$ cat src/rtl/alu_seq_pkg.sv
// alu_seq_pkg: shared states, widths and flag bit positions for the ALU command sequencer.
package alu_seq_pkg;
  localparam int OP_WIDTH   = 3;
  localparam int DATA_WIDTH = 8;
  localparam int FLAG_C = 3;
  localparam int FLAG_V = 2;
  localparam int FLAG_N = 1;
  localparam int FLAG_Z = 0;
  typedef enum logic [2:0] {GET_OP, GET_A, GET_B, EXEC, RESP} state_e;
endpackage

$ cat src/rtl/alu_cmd_sequencer.sv
// alu_cmd_sequencer: parses {OP,A,B} byte frames, drives the external ALU,
// waits ALU_LATENCY cycles, then returns the captured Y and {C,V,N,Z} on a valid/ready port.
module alu_cmd_sequencer #(
  parameter int ALU_LATENCY = 1,
  parameter int DATA_WIDTH  = 8,
  parameter int OP_WIDTH    = 3
) (
  input  logic                  clk,
  input  logic                  rst_n,
  input  logic [DATA_WIDTH-1:0] in_data_i,
  input  logic                  in_valid_i,
  output logic                  in_ready_o,
  output logic [DATA_WIDTH-1:0] alu_a_o,
  output logic [DATA_WIDTH-1:0] alu_b_o,
  output logic [OP_WIDTH-1:0]   alu_op_o,
  input  logic [DATA_WIDTH-1:0] alu_y_i,
  input  logic [3:0]            alu_flags_i,
  output logic [DATA_WIDTH-1:0] res_data_o,
  output logic [3:0]            res_flags_o,
  output logic                  res_err_o,
  output logic                  res_valid_o,
  input  logic                  res_ready_i,
  output logic [7:0]            frame_cnt_o
);
  import alu_seq_pkg::*;
  if (ALU_LATENCY < 1 || ALU_LATENCY > 15) begin : g_bad_latency
    $error("ALU_LATENCY must be in 1..15");
  end
  localparam logic [3:0] WAIT_INIT = 4'(ALU_LATENCY - 1);
  state_e                state_q, state_d;
  logic [3:0]            wait_q, wait_d;
  logic [DATA_WIDTH-1:0] alu_a_q, alu_a_d, alu_b_q, alu_b_d, res_data_q, res_data_d;
  logic [OP_WIDTH-1:0]   alu_op_q, alu_op_d;
  logic [3:0]            res_flags_q, res_flags_d;
  logic                  res_err_q, res_err_d, res_valid_q, res_valid_d;
  logic [7:0]            frame_cnt_q, frame_cnt_d;
  logic                  in_ready, accept, handshake;
  assign in_ready  = state_q inside {GET_OP, GET_A, GET_B};
  assign accept    = in_ready && in_valid_i;
  assign handshake = res_valid_q && res_ready_i;
  always_comb begin
    state_d     = state_q;
    wait_d      = wait_q;
    alu_a_d     = alu_a_q;
    alu_b_d     = alu_b_q;
    alu_op_d    = alu_op_q;
    res_data_d  = res_data_q;
    res_flags_d = res_flags_q;
    res_err_d   = res_err_q;
    frame_cnt_d = frame_cnt_q;
    case (state_q)
      GET_OP: if (accept) begin
        if (|in_data_i[DATA_WIDTH-1:OP_WIDTH]) begin
          res_err_d   = 1'b1;
          res_data_d  = '0;
          res_flags_d = '0;
          state_d     = RESP;
        end else begin
          alu_op_d = in_data_i[OP_WIDTH-1:0];
          state_d  = GET_A;
        end
      end
      GET_A: if (accept) begin
        alu_a_d = in_data_i;
        state_d = GET_B;
      end
      GET_B: if (accept) begin
        alu_b_d = in_data_i;
        wait_d  = WAIT_INIT;
        state_d = EXEC;
      end
      EXEC: if (wait_q == 4'd0) begin
        res_data_d  = alu_y_i;
        res_flags_d = alu_flags_i;
        res_err_d   = 1'b0;
        state_d     = RESP;
      end else begin
        wait_d = wait_q - 4'd1;
      end
      RESP: if (handshake) begin
        frame_cnt_d = frame_cnt_q + 8'd1;
        state_d     = GET_OP;
      end
      default: state_d = GET_OP;
    endcase
  end
  // Registered valid adds one bubble on RESP entry, keeping it free of any input-to-output path.
  assign res_valid_d = (state_q == RESP) && !handshake;
  always_ff @(posedge clk or negedge rst_n) begin
    if (!rst_n) begin
      state_q     <= GET_OP;
      wait_q      <= '0;
      alu_a_q     <= '0;
      alu_b_q     <= '0;
      alu_op_q    <= '0;
      res_data_q  <= '0;
      res_flags_q <= '0;
      res_err_q   <= 1'b0;
      res_valid_q <= 1'b0;
      frame_cnt_q <= '0;
    end else begin
      state_q     <= state_d;
      wait_q      <= wait_d;
      alu_a_q     <= alu_a_d;
      alu_b_q     <= alu_b_d;
      alu_op_q    <= alu_op_d;
      res_data_q  <= res_data_d;
      res_flags_q <= res_flags_d;
      res_err_q   <= res_err_d;
      res_valid_q <= res_valid_d;
      frame_cnt_q <= frame_cnt_d;
    end
  end
  assign in_ready_o  = in_ready;
  assign alu_a_o     = alu_a_q;
  assign alu_b_o     = alu_b_q;
  assign alu_op_o    = alu_op_q;
  assign res_data_o  = res_data_q;
  assign res_flags_o = res_flags_q;
  assign res_err_o   = res_err_q;
  assign res_valid_o = res_valid_q;
  assign frame_cnt_o = frame_cnt_q;
endmodule

$ cat config.mk
export PLATFORM = sky130hd
export DESIGN_NAME = alu_cmd_sequencer
export DESIGN_NICKNAME = d
export VERILOG_FILES = /design/src/rtl/alu_seq_pkg.sv /design/src/rtl/alu_cmd_sequencer.sv
export SDC_FILE = /design/constraint.sdc
export NUM_CORES = 1
export LEC_CHECK = 0
export ABC_AREA = 0
export ABC_CLOCK_PERIOD_IN_PS = 2300
export CORE_MARGIN = 3
export CORE_UTILIZATION = 24
export CTS_CLUSTER_DIAMETER = 40
export CTS_CLUSTER_SIZE = 12
export DETAILED_ROUTE_END_ITERATION = 16
export PLACE_DENSITY = 0.43
export RECOVER_POWER = 25
export SLEW_MARGIN = 20
export SYNTH_ARGS = -nofsm -noshare
export SYNTH_HDL_FRONTEND = slang
export SYNTH_SLANG_ARGS = --single-unit
export TNS_END_PERCENT = 20
$ cat constraint.sdc
create_clock -name clk -period 2.3 [get_ports clk]
set_input_delay 0.46 -clock clk [delete_from_list [all_inputs] [get_ports clk]]
set_output_delay 0.46 -clock clk [all_outputs]
set_load 0.02 [all_outputs]
# Yosys cells after proc, flatten, opt, wreduce, memory -nomap -nowiden
# Index checks and enable logic that the tools add are counted.
[totals] register_bits=48 input_bits=24 wordCells=63
[classes] n_reduce_logical=17 bitwise_logic=1 eq_ne=11 muxes=22 n_addsub=2
[op_table] operator="2-to-1 mux 8 bit" count=3
[op_table] operator="2-to-1 mux 4 bit" count=5
[op_table] operator="2-to-1 mux 3 bit" count=6
[op_table] operator="one-hot mux 4 bit (2 select lines)" count=2
[op_table] operator="one-hot mux 8 bit (2 select lines)" count=1
[op_table] operator="one-hot mux 3 bit (5 select lines)" count=1
[op_table] operator="inequality test 2 bit (second input constant)" count=6
[op_table] operator="adder 8 x 1 -> 8 bit (second input constant)" count=1
[op_table] operator="== test 3 x 2 -> 1 bit (second input constant)" count=2
[op_table] operator="AND reduction 2 bit" count=3
[op_table] operator="AND reduction 3 bit" count=2
[op_table] operator="AND reduction 5 bit" count=1
[op_table] operator="OR reduction 5 bit" count=1
[op_table] operator="zero test 4 bit" count=1
[op_table] operator="AND reduction 4 bit" count=1
[op_table] operator="nonzero test 2 bit" count=2
[op_table] operator="subtractor 4 x 1 -> 4 bit (second input constant)" count=1
[op_table] operator="== test 3 x 1 -> 1 bit (second input constant)" count=1
[op_table] operator="== test 3 bit (second input constant)" count=1
[op_table] operator="logical AND 1 bit" count=3
[op_table] operator="zero test 3 bit" count=1
[op_table] operator="2-to-1 mux 1 bit" count=3
[op_table] operator="nonzero test 3 bit" count=1
[op_table] operator="inequality test 2 x 1 -> 1 bit (second input constant)" count=1
[op_table] operator="3 further kinds" count=3

# Logic depth before layout (Yosys ltp)
[logic_depth] ltp_word=5 mapped_depth=6 ltp_nobuf=5

# Least setup slack after synthesis
# OpenSTA, ideal clock, no wires.
[synth_timing] path_kind="register to register" startpoint="reg state_q[0]" endpoint="reg alu_op_q[0], in the netlist alu_op_o[0]" setup_ps=125 slack_ps=580 path_buffers=1 synth_period_minus_slack_ps=1720 path_stages_with_launch=5 t_arrival_ps=1596 required_time_ps=2175 path_cell_list="dfrtp_1 -> buf_6 -> or4b_4 -> nor3b_4 -> mux2_2"
[synth_between] elab_chain_len=4
[synth_rtl] element="start, declared" line="alu_cmd_sequencer.sv:30" rtl="state_e state_q, state_d;"
[synth_rtl] element="start signal, assigned" line="alu_cmd_sequencer.sv:102" rtl="state_q <= state_d;"
[synth_rtl] element="== test 3 x 1 -> 1 bit (tied with other cells)" line="alu_cmd_sequencer.sv:38" rtl="assign in_ready = state_q inside {GET_OP, GET_A, GET_B};"
[synth_rtl] element="nonzero test 3 bit" line="alu_cmd_sequencer.sv:38"
[synth_rtl] element="logical AND 1 bit" line="alu_cmd_sequencer.sv:39" rtl="assign accept = in_ready && in_valid_i;"
[synth_rtl] element="AND reduction 3 bit (no line) (*)"
[synth_rtl] element="end signal, assigned" line="alu_cmd_sequencer.sv:106" rtl="alu_op_q <= alu_op_d;"
[synth_rtl] element="end, declared" line="alu_cmd_sequencer.sv:33" rtl="logic [OP_WIDTH-1:0] alu_op_q, alu_op_d;"
# Mark *: on every way between the ends. The rest lies on a longest branch, timed or not.
# A chain may end at the register's enable or synchronous reset.

# Worst setup path after layout
[layout_timing] startpoint="reg state_q[1]" endpoint="out in_ready_o"
[layout_between] elab_chain_len=2
[layout_rtl] element="== test 3 x 1 -> 1 bit (tied with other cells)" line="alu_cmd_sequencer.sv:38"
[layout_rtl] element="nonzero test 3 bit (*)" line="alu_cmd_sequencer.sv:38"
[layout_rtl] element="end, declared" line="alu_cmd_sequencer.sv:12" rtl="output logic in_ready_o,"
# Marked as above.

==> flow_summary.rst <==
.. list-table::
   :header-rows: 1

   * - Metric
     - Value
   * - Worst IR drop on VDD
     - between 0.0002 and 0.00025 V
   * - Critical-path maximum fanout
     - 10
   * - CP top delay family
     - buffers and inverters
   * - Overflow left after global routing
     - 0
   * - Setup tns final
     - 0 ns
   * - # Max-Cap Violations
     - 0
   * - Max Buffers Root-to-Sink
     - 2
   * - EDFF count, synth
     - 0
   * - Net count after synthesis
     - a little under 200
   * - Y dimension of the die
     - roughly 100 um
   * - Max-slew violations
     - 0
   * - Post-synth top flop
     - sky130_fd_sc_hd__dfrtp_1
   * - Global-route usage over all layers
     - 0.108
   * - Count of buffers inserted at the top-level ports
     - 65
   * - Worst path slowest cell
     - sky130_fd_sc_hd__clkdlybuf4s50_1
   * - Syn avg cell area
     - 12.6 um2
   * - Leading area contributor after synthesis
     - sky130_fd_sc_hd__dfrtp_1
   * - First-pass GRT wire length
     - around 8400 um
   * - Pre-antenna DRT Iters
     - 4
   * - Result of the run
     - finished, final reports clean
   * - Drt initial violations
     - 40
   * - RSZ-0062 raised after global routing
     - no
   * - Total power density per cell area
     - roughly 800 nW/um2
   * - Post-route core utilization
     - 0.363
   * - Type of destination of the critical path
     - primary output
   * - Hold Fails Final Rpt
     - 0
   * - Most repeated cell in the gate-level netlist after synthesis
     - sky130_fd_sc_hd__dfrtp_1
   * - Post-synthesis instance total
     - 166
   * - Sequential area share after synthesis
     - 0.575
   * - Via-per-instance ratio
     - roughly 4.4
   * - Post-cts resize count
     - 0
   * - Shortest period the worst path allows
     - 2.08 ns
   * - Leakage power
     - between 1 and 1.5 nW
   * - Worst Max-Slew Pin Slew
     - between 1 and 1.5 ns
   * - Overall power of the completed layout
     - ~2.4 mW
   * - Ordered list of cells on the worst path
     - a21oi_1 -> clkdlybuf4s50_1
   * - DR vias
     - approximately 1500
   * - Number of buffer and inverter stages on the critical path
     - 1
   * - Beginning of the worst register-to-register path
     - wait_q[0]
   * - Residual DRC
     - 0
   * - Number of buffers created by CTS
     - 5
   * - Largest net degree at the start of global routing
     - 28
   * - Root Buffer
     - sky130_fd_sc_hd__clkbuf_8
   * - Worst endpoint required time
     - roughly 1.8 ns
   * - TritonCTS clock tree
     - yes
   * - Layout cell share with drive strength beyond 1
     - 0.170
   * - Floorplan die width
     - 99.3 um
   * - Placeable Area
     - between 8000 and 9000 um2
   * - Synth warn
     - 0
   * - Clock input transition at the sequential cells of the worst setup and hold paths
     - 0.10 ns
   * - Last weighted congestion value of the routability-driven placer
     - 0.673
   * - Peak per-stage delay on the critical path
     - roughly 0.62 ns
   * - Ratio of final minimum period to clock period
     - 0.904
   * - Max Clock Freq
     - 0.481 GHz
   * - R2r setup slk
     - roughly 0.45 ns
   * - Cell area after synthesis
     - 2090 um2
   * - Kind of critical path
     - reg2out
   * - Synth top cells by count
     - sky130_fd_sc_hd__dfrtp_1, sky130_fd_sc_hd__mux2_2, sky130_fd_sc_hd__o21ai_0, sky130_fd_sc_hd__o2bb2ai_1, sky130_fd_sc_hd__nand2_1
   * - Total number of H-tree levels
     - 2
   * - DIE AREA
     - slightly below 10000 um2
   * - CTS Hold Buffers Added
     - 0
   * - ANT cells
     - 0
   * - Post-DRT Antenna Nets
     - 0
   * - Post-synth top area share
     - 0.575
   * - FFs w/ async S/R, synth
     - 1.00
   * - Initial antenna violation count
     - 0
   * - Max-slew headroom at the worst pin
     - 0.169
   * - Clock sinks
     - 48
   * - Setup-violating endpoint count in the final report
     - 0
   * - Layout area overhead
     - 45.1%
   * - DP Wirelength
     - 3690 um
   * - Worst reg2reg path depth
     - 6
   * - Post-detailed-route wirelength per cell
     - 14.9 um
   * - Aggregate routed wire length
     - ~5100 um
   * - Reg2Reg Capture Point
     - state_q[2]
   * - Leading post-synthesis cells by cell area
     - sky130_fd_sc_hd__dfrtp_1, sky130_fd_sc_hd__mux2_2, sky130_fd_sc_hd__o2bb2ai_1
   * - Final worst hold slack
     - approximately 0.39 ns
   * - Post-CTS setup repair buffer count
     - 0
   * - Worst min-delay path class
     - in2async
   * - Number of top-level design ports
     - 66
   * - Initial standard-cell utilization of the core
     - 0.251
   * - Post-layout net count
     - between 200 and 300
   * - Later-pin clock latency in the skew report
     - about 0.30 ns
   * - Maximum clock skew at final layout
     - approximately 0.0066 ns
   * - Number of global-route vias before repair
     - between 1500 and 2000
   * - Arrival time of the worst setup path
     - around 1.6 ns
   * - Nature of the critical path startpoint
     - flop
   * - Cell variety after synth
     - 37
   * - Number of synthesized register bits
     - 48
   * - Core Rows
     - 33
flip-flops by register name, summed over array words and instances (netlist names), 3 cells and up:
signal and cells:
alu_a_o 8, alu_b_o 8, alu_op_o 3, frame_cnt_o 8
res_data_o 8, res_flags_o 4, state_q 3, wait_q 4
per-stage QoR:
| step | instance area (um2) | worst slack (ns) | std cells |
|---|---|---|---|
| 2_1_floorplan | 2090 | 0.580 | 166 |
| 3_3_place_gp | 2940 | 0.118 | 338 |
| 3_5_place_dp | 2940 | 0.108 | 338 |
| 4_1_cts | 3050 | 0.199 | 346 |
| 5_1_grt | 3030 | 0.139 | 346 |
| 6_report | 3030 | 0.220 | 346 |
power by group:
group | internal (mW) | switching, mW | total (mW) | leakage, nW
Combinational | 0.363 | 0.343 | 0.706 | 0.598
Clock | 0.322 | 0.304 | 0.627 | 0.0541
Sequential | 0.959 | 0.121 | 1.08 | 0.645
cells by family after synthesis:
family / Yosys count / synth area share
AO/OA/AOI/OAI: 36 / 0.114
XOR/XNOR: 7 / 0.0293
adder cells (fa/ha/maj): 3 / 0.0180
buffers and inverters: 12 / 0.0275
flip-flops: 48 / 0.575
multiplexers: 22 / 0.117
AND/OR/NAND/NOR: 38 / 0.119
cells in the final DEF (no fill, tap or decap), types with 2 or more instances in the layout:
master                            instances
sky130_fd_sc_hd__dfrtp_1                 48
sky130_fd_sc_hd__mux2i_1                  3
sky130_fd_sc_hd__o21ai_0                 16
sky130_fd_sc_hd__inv_1                    4
sky130_fd_sc_hd__nand2_1                  6
sky130_fd_sc_hd__nor2b_1                  2
sky130_fd_sc_hd__nand4_1                  3
sky130_fd_sc_hd__and2_1                   2
sky130_fd_sc_hd__or3_1                    2
sky130_fd_sc_hd__mux2_2                  19
sky130_fd_sc_hd__nor3b_1                  3
sky130_fd_sc_hd__xor2_1                   4
sky130_fd_sc_hd__nand3_1                  2
sky130_fd_sc_hd__ha_1                     3
sky130_fd_sc_hd__a21oi_1                  4
sky130_fd_sc_hd__clkdlybuf4s50_1         64
sky130_fd_sc_hd__clkbuf_8                 5
sky130_fd_sc_hd__nor3_1                   2
sky130_fd_sc_hd__buf_4                    7
sky130_fd_sc_hd__xnor2_1                  3
sky130_fd_sc_hd__and4_1                   2
sky130_fd_sc_hd__o2bb2ai_1               12
sky130_fd_sc_hd__nor2_1                   4
sky130_fd_sc_hd__buf_12                   2
metal layers:
| layer | wire [um] | up-vias | track usage | share of wire |
|---|---|---|---|---|
| li1 | - | 744 | - | - |
| met1 | 2590 | 747 | 0.153 | 0.50 |
| met2 | 2300 | 35 | 0.159 | 0.45 |
| met3 | 185 | 4 | 0.0273 | 0.036 |
| met4 | 71 | 0 | 0.0410 | 0.014 |
| met5 | 0 | - | 0 | 0 |
cell type report:
class	count	area, um2
clock inverter	3	42.5
timing repair buffer	75	742
clock buffer	5	68.8
fill	849	5310
inverter	4	15.0
tap	105	131
multi-input combinational	106	831
sequential	48	1200
how the worst max path moves through the flow:
stage                     to       start  slack (ns)  cells past startpoint
2_1_floorplan    alu_op_o[0]  state_q[0]        0.58                      4
3_3_place_gp   res_data_o[6]  in_valid_i        0.12                      5
3_5_place_dp     alu_op_o[2]  in_valid_i        0.11                      4
4_1_cts           in_ready_o  state_q[1]        0.20                      2
5_1_grt           in_ready_o  state_q[1]        0.14                      2
6_report          in_ready_o  state_q[1]        0.22                      2
Note: power is estimated with default switching activity, not from simulation.
